<file path="src/rtl/aes128_bus_regs.sv">
// Bus register front end for the AES-128 round engine. It holds the key, data and
// result registers, sends the start handshake, and provides status, interrupt, abort and watchdog.
module aes128_bus_regs #(
   parameter int TIMEOUT_CYCLES = 2048,
   parameter int CNT_W          = 12
) (
   input  logic         clk_i,
   input  logic         rst_n_i,
   input  logic [5:0]   addr_i,
   input  logic [31:0]  wdata_i,
   input  logic         wr_en_i,
   input  logic         rd_en_i,
   output logic [31:0]  rdata_o,
   output logic         rvalid_o,
   output logic         irq_o,
   output logic         start_o,
   output logic [127:0] key_o,
   output logic [127:0] data_o,
   input  logic [127:0] result_i,
   input  logic         valid_i,
   input  logic         ready_i
);

   typedef enum logic [1:0] {IDLE, REQ, RUN, CAPTURE} state_t;

   state_t           state_q, state_d;
   logic [127:0]     key_q, data_q, res_q;
   logic             ie_q, done_q, err_q;
   logic [1:0]       err_code_q, err_code_d;
   logic [CNT_W-1:0] cnt_q;
   logic [31:0]      rdata_q, rd_mux;
   logic             rvalid_q;

   logic [3:0] word;
   logic [1:0] sub;
   logic       idle, sel_key, sel_data, sel_ctrl, sel_status;
   logic       ctrl_wr, status_wr, kd_wr;
   logic       start_req, abort_req, err_start_busy, err_kd_busy, timeout, err_set;
   logic       unused_addr;

   assign word        = addr_i[5:2];
   assign sub         = addr_i[3:2];
   assign unused_addr = ^addr_i[1:0];

   assign idle       = (state_q == IDLE);
   assign sel_key    = (word[3:2] == 2'b00);
   assign sel_data   = (word[3:2] == 2'b01);
   assign sel_ctrl   = (word == 4'd12);
   assign sel_status = (word == 4'd13);

   assign ctrl_wr   = wr_en_i & sel_ctrl;
   assign status_wr = wr_en_i & sel_status;
   assign kd_wr     = wr_en_i & (sel_key | sel_data);

   // Abort only has meaning while an operation is in flight; it suppresses a start bit in the same write
   assign start_req      = ctrl_wr & wdata_i[0] & idle;
   assign abort_req      = ctrl_wr & wdata_i[2] & ((state_q == REQ) | (state_q == RUN));
   assign err_start_busy = ctrl_wr & wdata_i[0] & ~idle & ~abort_req;
   assign err_kd_busy    = kd_wr & ~idle;
   assign timeout        = (state_q == RUN) & ~abort_req & ~valid_i &
                           ((cnt_q + 1'b1) == CNT_W'(TIMEOUT_CYCLES - 1));
   assign err_set        = err_start_busy | err_kd_busy | timeout;
   assign err_code_d     = timeout ? 2'd2 : (err_kd_busy ? 2'd3 : 2'd1);

   always_comb begin
      state_d = state_q;
      start_o = 1'b0;
      case (state_q)
         IDLE:    if (start_req) state_d = REQ;
         REQ: begin
            if (abort_req) begin
               state_d = IDLE;
            end else if (ready_i) begin
               start_o = 1'b1;
               state_d = RUN;
            end
         end
         RUN: begin
            if (abort_req)    state_d = IDLE;
            else if (valid_i) state_d = CAPTURE;
            else if (timeout) state_d = IDLE;
         end
         CAPTURE: state_d = IDLE;
         default: state_d = IDLE;
      endcase
   end

   always_comb begin
      rd_mux = '0;
      case (word[3:2])
         2'b00: rd_mux = key_q[{sub, 5'b0} +: 32];
         2'b01: rd_mux = data_q[{sub, 5'b0} +: 32];
         2'b10: rd_mux = res_q[{sub, 5'b0} +: 32];
         default: begin
            if (sel_ctrl)        rd_mux = {30'b0, ie_q, 1'b0};
            else if (sel_status) rd_mux = {26'b0, err_code_q, 1'b0, err_q, done_q, ~idle};
         end
      endcase
   end

   // Hardware sets of done/err take precedence over a same-cycle write-1-clear
   always_ff @(posedge clk_i or negedge rst_n_i) begin
      if (!rst_n_i) begin
         state_q    <= IDLE;
         key_q      <= '0;
         data_q     <= '0;
         res_q      <= '0;
         ie_q       <= 1'b0;
         done_q     <= 1'b0;
         err_q      <= 1'b0;
         err_code_q <= '0;
         cnt_q      <= '0;
         rdata_q    <= '0;
         rvalid_q   <= 1'b0;
      end else begin
         state_q <= state_d;

         if (start_o)              cnt_q <= '0;
         else if (state_q == RUN)  cnt_q <= cnt_q + 1'b1;

         if (kd_wr && idle && sel_key)  key_q[{sub, 5'b0} +: 32]  <= wdata_i;
         if (kd_wr && idle && sel_data) data_q[{sub, 5'b0} +: 32] <= wdata_i;
         if (ctrl_wr)                   ie_q <= wdata_i[1];

         if (state_q == CAPTURE) begin
            res_q  <= result_i;
            done_q <= 1'b1;
         end else if (start_req || (status_wr && wdata_i[1])) begin
            done_q <= 1'b0;
         end

         if (err_set) begin
            err_q      <= 1'b1;
            err_code_q <= err_code_d;
         end else if (status_wr && wdata_i[2]) begin
            err_q      <= 1'b0;
            err_code_q <= '0;
         end

         rvalid_q <= rd_en_i & ~wr_en_i;
         if (rd_en_i && !wr_en_i) rdata_q <= rd_mux;
      end
   end

   assign rdata_o  = rdata_q;
   assign rvalid_o = rvalid_q;
   assign irq_o    = ie_q & (done_q | err_q);
   assign key_o    = key_q;
   assign data_o   = data_q;

endmodule

</file>
<file path="config.mk">
export PLATFORM = sky130hd
export DESIGN_NAME = aes128_bus_regs
export DESIGN_NICKNAME = d
export VERILOG_FILES = /design/src/rtl/aes128_bus_regs.sv
export SDC_FILE = /design/constraint.sdc
export NUM_CORES = 1
export LEC_CHECK = 0
export ABC_AREA = 1
export BUFFER_PORTS_ARGS = -buffer_cell sky130_fd_sc_hd__buf_2
export CAP_MARGIN = 20
export CORE_MARGIN = 2
export CORE_UTILIZATION = 55
export CTS_CLUSTER_SIZE = 8
export DETAILED_ROUTE_END_ITERATION = 7
export GPL_ROUTABILITY_DRIVEN = 0
export PLACE_DENSITY = 0.81
export SYNTH_ARGS = -nofsm -noshare
export SYNTH_HDL_FRONTEND = slang
export SYNTH_SLANG_ARGS = --single-unit
</file>
<file path="constraint.sdc">
create_clock -name clk_i -period 2.05 [get_ports clk_i]
set_input_delay 0.1025 -clock clk_i [delete_from_list [all_inputs] [get_ports clk_i]]
set_output_delay 0.1025 -clock clk_i [all_outputs]
set_load 0.005 [all_outputs]
</file>
Word-level counts from Yosys, hierarchy flattened
Index checks and enable logic that the tools add are counted.
- logic and storage cells: 92
- input port bits: 172
- register bits: 436
- $add $sub $neg: 2
- shift operators: 5
- reductions and logical operators: 14
- equality and inequality tests: 11
- multiplexer cells: 25
- bitwise gates (word level): 24
- operators by type and width (operator ; number):
    128-bit by 8-bit indexed part select with 32-bit output ; 3
    128-bit bitwise mux ; 2
    32-bit by 9-bit variable shift with 128-bit output (first input constant) ; 1
    32-bit by 9-bit indexed part select with 128-bit output ; 1
    32-bit case mux with 3 select lines ; 1
    12-bit two-way mux ; 2
    2-bit two-way mux ; 10
    1-bit bitwise AND ; 15
    12-bit by 1-bit adder with 12-bit output (second input constant) ; 1
    12-bit by 11-bit == test with 1-bit output (second input constant) ; 1
    6-bit two-way mux ; 2
    7-bit negation with 9-bit output ; 1
    4-bit == test (second input constant) ; 2
    2-bit case mux with 4 select lines ; 1
    1-bit two-way mux ; 7
    2-bit == test (second input constant) ; 3
    1-bit logical AND ; 6
    2-bit nonzero test ; 3
    1-bit OR ; 5
    2-bit by 1-bit == test with 1-bit output (second input constant) ; 2
    2-bit logical NOT ; 2
    4-bit inequality test (second input constant) ; 1
    1-bit NOT ; 4
    3-bit inequality test (second input constant) ; 1
    other kinds (4) ; 4

Logic depth before layout (Yosys ltp)
- depth in word-level cells: 12
- gate-level depth with buffers: 14
- mapped depth without buffers: 13

Worst setup path after synthesis
No wires, ideal clock.
- kind: input-to-reg
- start point: in addr_i[2]
- end point: reg data_q[61], in the netlist data_o[61]
- arrival time: 1.834 ns
- setup time: 0.125 ns
- stages: 9
- setup slack: 0.091 ns
- required time: 1.925 ns
- path through: inv_2 buf_2 buf_1 ha_1 buf_2 inv_1 clkbuf_1 nor2_1 mux2_4
- word-level cells in the longest chain between the ends: 3
- ends and longest elaborated chain (item ; RTL line ; RTL):
    start: declaration ; 9 ; input logic [5:0] addr_i,
    7-bit negation with 9-bit output * ; 122 ; if (kd_wr && idle && sel_data) data_q[{sub, 5'b0} +: 32] <= wdata_i;
    32-bit by 9-bit indexed part select with 128-bit output or 32-bit by 9-bit variable shift with 128-bit output (tied branches) ; 122 ;
    128-bit bitwise mux * ; 122 ;
    end signal: indexed assignment ; 122 ;
    end: declaration ; 27 ; logic [127:0] key_q, data_q, res_q;
Mark *: on every way between the ends. The rest lies on a longest branch, timed or not.
A chain may end at the register's enable or synchronous reset.

Final worst setup path
- start point: reg state_q[1]
- end point: out start_o
- word-level cells in the longest chain between the ends: 5
- ends and longest elaborated chain (item ; RTL line ; RTL):
    start: declaration ; 26 ; state_t state_q, state_d;
    start signal: assignment ; 116 ; state_q <= state_d;
    2-bit by 1-bit == test with 1-bit output or 2-bit == test (tied branches) ; 57, 68 ;
    1-bit OR ; 57 ; assign abort_req = ctrl_wr & wdata_i[2] & ((state_q == REQ) | (state_q == RUN));
    1-bit bitwise AND ; 57 ;
    1-bit two-way mux ; 71 ; if (abort_req) begin
    1-bit two-way mux * ; 68 ; case (state_q)
    end: declaration ; 16 ; output logic start_o,
Marks and branches as above.

==> impl_metrics.json <==
{
  "run_status": "complete, but fails checks",
  "violations": "negative hold slack",
  "fmax_mhz": 508,
  "netlist_area_sq_mm": 0.0214,
  "start_util": 0.555,
  "finalCritPeriodShare": 0.961,
  "critical_path.n_buffers_inverters": 4,
  "die_width_microns": 201,
  "via_to_cell_ratio": 6.06,
  "drt-pass1-iter-count": 7,
  "area_enclosed_by_the_die_boundary_sq_mm": 0.0405,
  "power.density_mw_per_mm2": 990,
  "final_hold_slack_ps": -3.09,
  "tritoncts.num_buffers": 60,
  "grt_start_max_net_pins": 153,
  "globalRouteOverflowTotal": 0,
  "power.static_leakage_nw": 14.3,
  "ys_ff_latch": 436,
  "slew-limit-headroom": 0.493,
  "max_cap_viol_count": 0,
  "antenna_left": 0,
  "final_net_count": 3227,
  "drt-total-wl_microns": 85700,
  "routed.top_layer": "met5",
  "clock_path_buffers": 3,
  "synth_to_layout_area_growth_pct": 31.7,
  "total_via_count_after_detailed_routing": 21600,
  "final_setup_violation_count": 0,
  "row_count": 72,
  "post-route-min-period_ps": 1970,
  "post_route_cells_drive_above_1_share": 0.292,
  "synth.avg_cell_area_sq_um": 8.94,
  "layout.cells.most_common_list": "nand2_1, buf_2, dfrtp_1",
  "finalPower_mw": 27.9,
  "syn-instance-count": 2396,
  "clock_sinks": 436,
  "route.met2.wl_microns": 41300,
  "timing_max_transition_violations_final": 0,
  "critical_path.max_fanout": 10,
  "tightestPinTransition_ps": 761,
  "grt_antenna_before_repair": 4,
  "worst-setup-path-type": "reg2out",
  "timing.critical_path.mode_cell": "inv_1",
  "yosys_warnings": 0,
  "avgRoutedWirePerCell_microns": 24.1,
  "met3_length_microns": 8720,
  "cpMaxStageDelayCell": "dfrtp_1",
  "worst_ep_arrival_time_ps": 1870,
  "globalRouteTotalUtil": 0.419,
  "dieHeight_microns": 201,
  "timing.final.ws_setup_ps": 79.7,
  "cts_tree": "yes",
  "finalHoldViolCount": 1,
  "placed_cell_area_sq_mm": 0.0251,
  "synthesized_net_count": 2585,
  "cpPeakStageDelay_ps": 390,
  "worst_hold_path_type": "in2reg",
  "timing.reg2reg.setup_slack_ps": 130,
  "worstSetupEndpointType": "output pin",
  "post-dp-hpwl_microns": 56500,
  "timing.rr.start": "state_q[1]",
  "grt_first_pass_wirelength_microns": 129000,
  "core_sq_mm": 0.0386,
  "worstHoldStart": "wdata_i[6]",
  "ir_drop_mv": 0.980,
  "wl_met1_microns": 28200,
  "min_delay_worst_endpoint": "key_o[6]",
  "cells_along_the_critical_path": "inv_1 -> ha_4 -> nand2_2 -> nand3_4 -> buf_12 -> inv_1 -> buf_2",
  "synth.distinct_cells": 29,
  "io_buffer_count": 460,
  "design_area_sq_mm": 0.0282,
  "clk_pin_slew_ps": 50,
  "startpoint_type": "flop",
  "grt_pass1_vias": 21900,
  "final_common_cell": "nand2_1",
  "clk_root_buffer_cell": "clkbuf_16",
  "synth.yosys.seq_area_share": 0.509,
  "timing.critical_path.max_delay_family": "buffers and inverters",
  "clock_tree.htree_level_count": 2,
  "fin_skew_ps": 14.1,
  "drc": 0,
  "timing.hold.worst_path_depth": 4,
  "r2r.worst_path.cells": 6,
  "dp_slack_ps": -88.2,
  "dr.first_iter.drc_count": 2004,
  "worstReg2RegEnd": "key_o[48]",
  "clkLatencyLatePin_ps": 610,
  "io-pin-count": 463,
  "worstPathRequired_ps": 1950
}
==> synth_stat cells <==
master | instances | area (sq um)
a21oi_1 | 33 | 165
a311oi_1 | 74 | 648
a31oi_1 | 6 | 37.5
buf_1 | 12 | 45.0
buf_2 | 66 | 330
buf_4 | 4 | 30.0
buf_6 | 17 | 191
clkbuf_1 | 69 | 259
clkinv_1 | 1 | 3.75
dfrtp_1 | 436 | 10900
ha_1 | 17 | 213
inv_1 | 147 | 552
inv_2 | 2 | 7.51
mux2_2 | 160 | 1800
mux2_4 | 48 | 721
nand2_1 | 682 | 2560
nand2_2 | 1 | 6.26
nand3_1 | 103 | 515
nand3_2 | 4 | 40.0
nand3b_1 | 1 | 7.51
nand4_1 | 6 | 37.5
nor2_1 | 203 | 762
nor3_1 | 60 | 300
o211ai_1 | 4 | 30.0
o21ai_0 | 211 | 1060
o21ai_1 | 2 | 10.0
o21ai_2 | 1 | 8.76
o22ai_1 | 25 | 156
xor2_1 | 1 | 8.76
==> how the worst max path moves through the flow <==
stage,from,to,cells after the start
floorplan,addr_i[2],data_o[61],9
global placement,addr_i[5],rdata_o[24],11
detailed placement,addr_i[4],rdata_o[8],9
CTS,state_q[0],start_o,7
global route,cnt_q[0],state_q[0],13
finish,state_q[1],start_o,7
==> power by group <==
part,switching (mW),leakage (nW),internal [mW],total [mW]
clock,3.57,0.761,5.19,8.76
sequential,1.41,5.61,10.7,12.1
combinational,4.22,7.94,2.79,7.01
total,9.20,14.3,18.7,27.9
==> sequential cells by signal (all words and copies together), names as in the netlist <==
name,cells
key_o,128
cnt_q,12
ie_q,1
rdata_o,32
err_code_q,2
data_o,128
rvalid_o,1
err_q,1
state_q,2
done_q,1
res_q,128
==> routing by layer <==
layer,up-vias,track usage
met4,4,0.305
met2,1582,0.708
met3,422,0.101
met1,10400,0.463
met5,-,0
li1,9188,-
==> repair_timing <==
| item | 4_1_cts | 5_1_grt |
|---|---|---|
| endpoints found under the hold margin | 625 | 0 |
| setup endpoints to repair | 1 | 21 |
| setup buffers | 0 | 1 |
| gates resized for setup | 2 | 3 |
| hold buffers | 155 | 0 |
==> per-stage QoR <==
stage,hold WS (ps),TNS [ps],instances,util
floorplan,-193,0,2396,-
global placement,69.1,-218,3338,0.650
detailed placement,67.1,-394,3338,0.650
CTS,1.54,0,3557,0.731
global route,34.1,-18.2,3560,0.731
finish,-3.09,0,3561,0.731
==> layout make-up <==
| class | count | area [sq um] |
|---|---|---|
| flip-flops and latches | 436 | 10900 |
| fillers | 2626 | 10400 |
| multi-input cells | 1642 | 9220 |
| repair buffers | 748 | 5300 |
| clock buffers | 64 | 1550 |
| well taps | 518 | 648 |
| inverters | 150 | 564 |
| diodes | 3 | 7.51 |
==> worst register-to-register path, cell delays in order, from the launching register on <==
cell and delay [ps]:
dfrtp_1 390, inv_1 120, ha_4 180, nand3_2 220, nor2_4 180, buf_12 280, mux2_2 420
==> kinds of logic (layout without fill, tap and decap cells) <==
logic type,after synthesis,after routing,synth area share
AOI/OAI and AO/OA,356,356,0.0986
muxes,208,208,0.118
buffers and inverters,318,962,0.0663
other,0,3,0
adders and majority gates,17,17,0.00993
DFF,436,436,0.509
and+or+nand+nor,1060,1060,0.197
xor gates and xnor gates,1,1,0.000409
No activity file was read; power rests on OpenSTA's default activity.
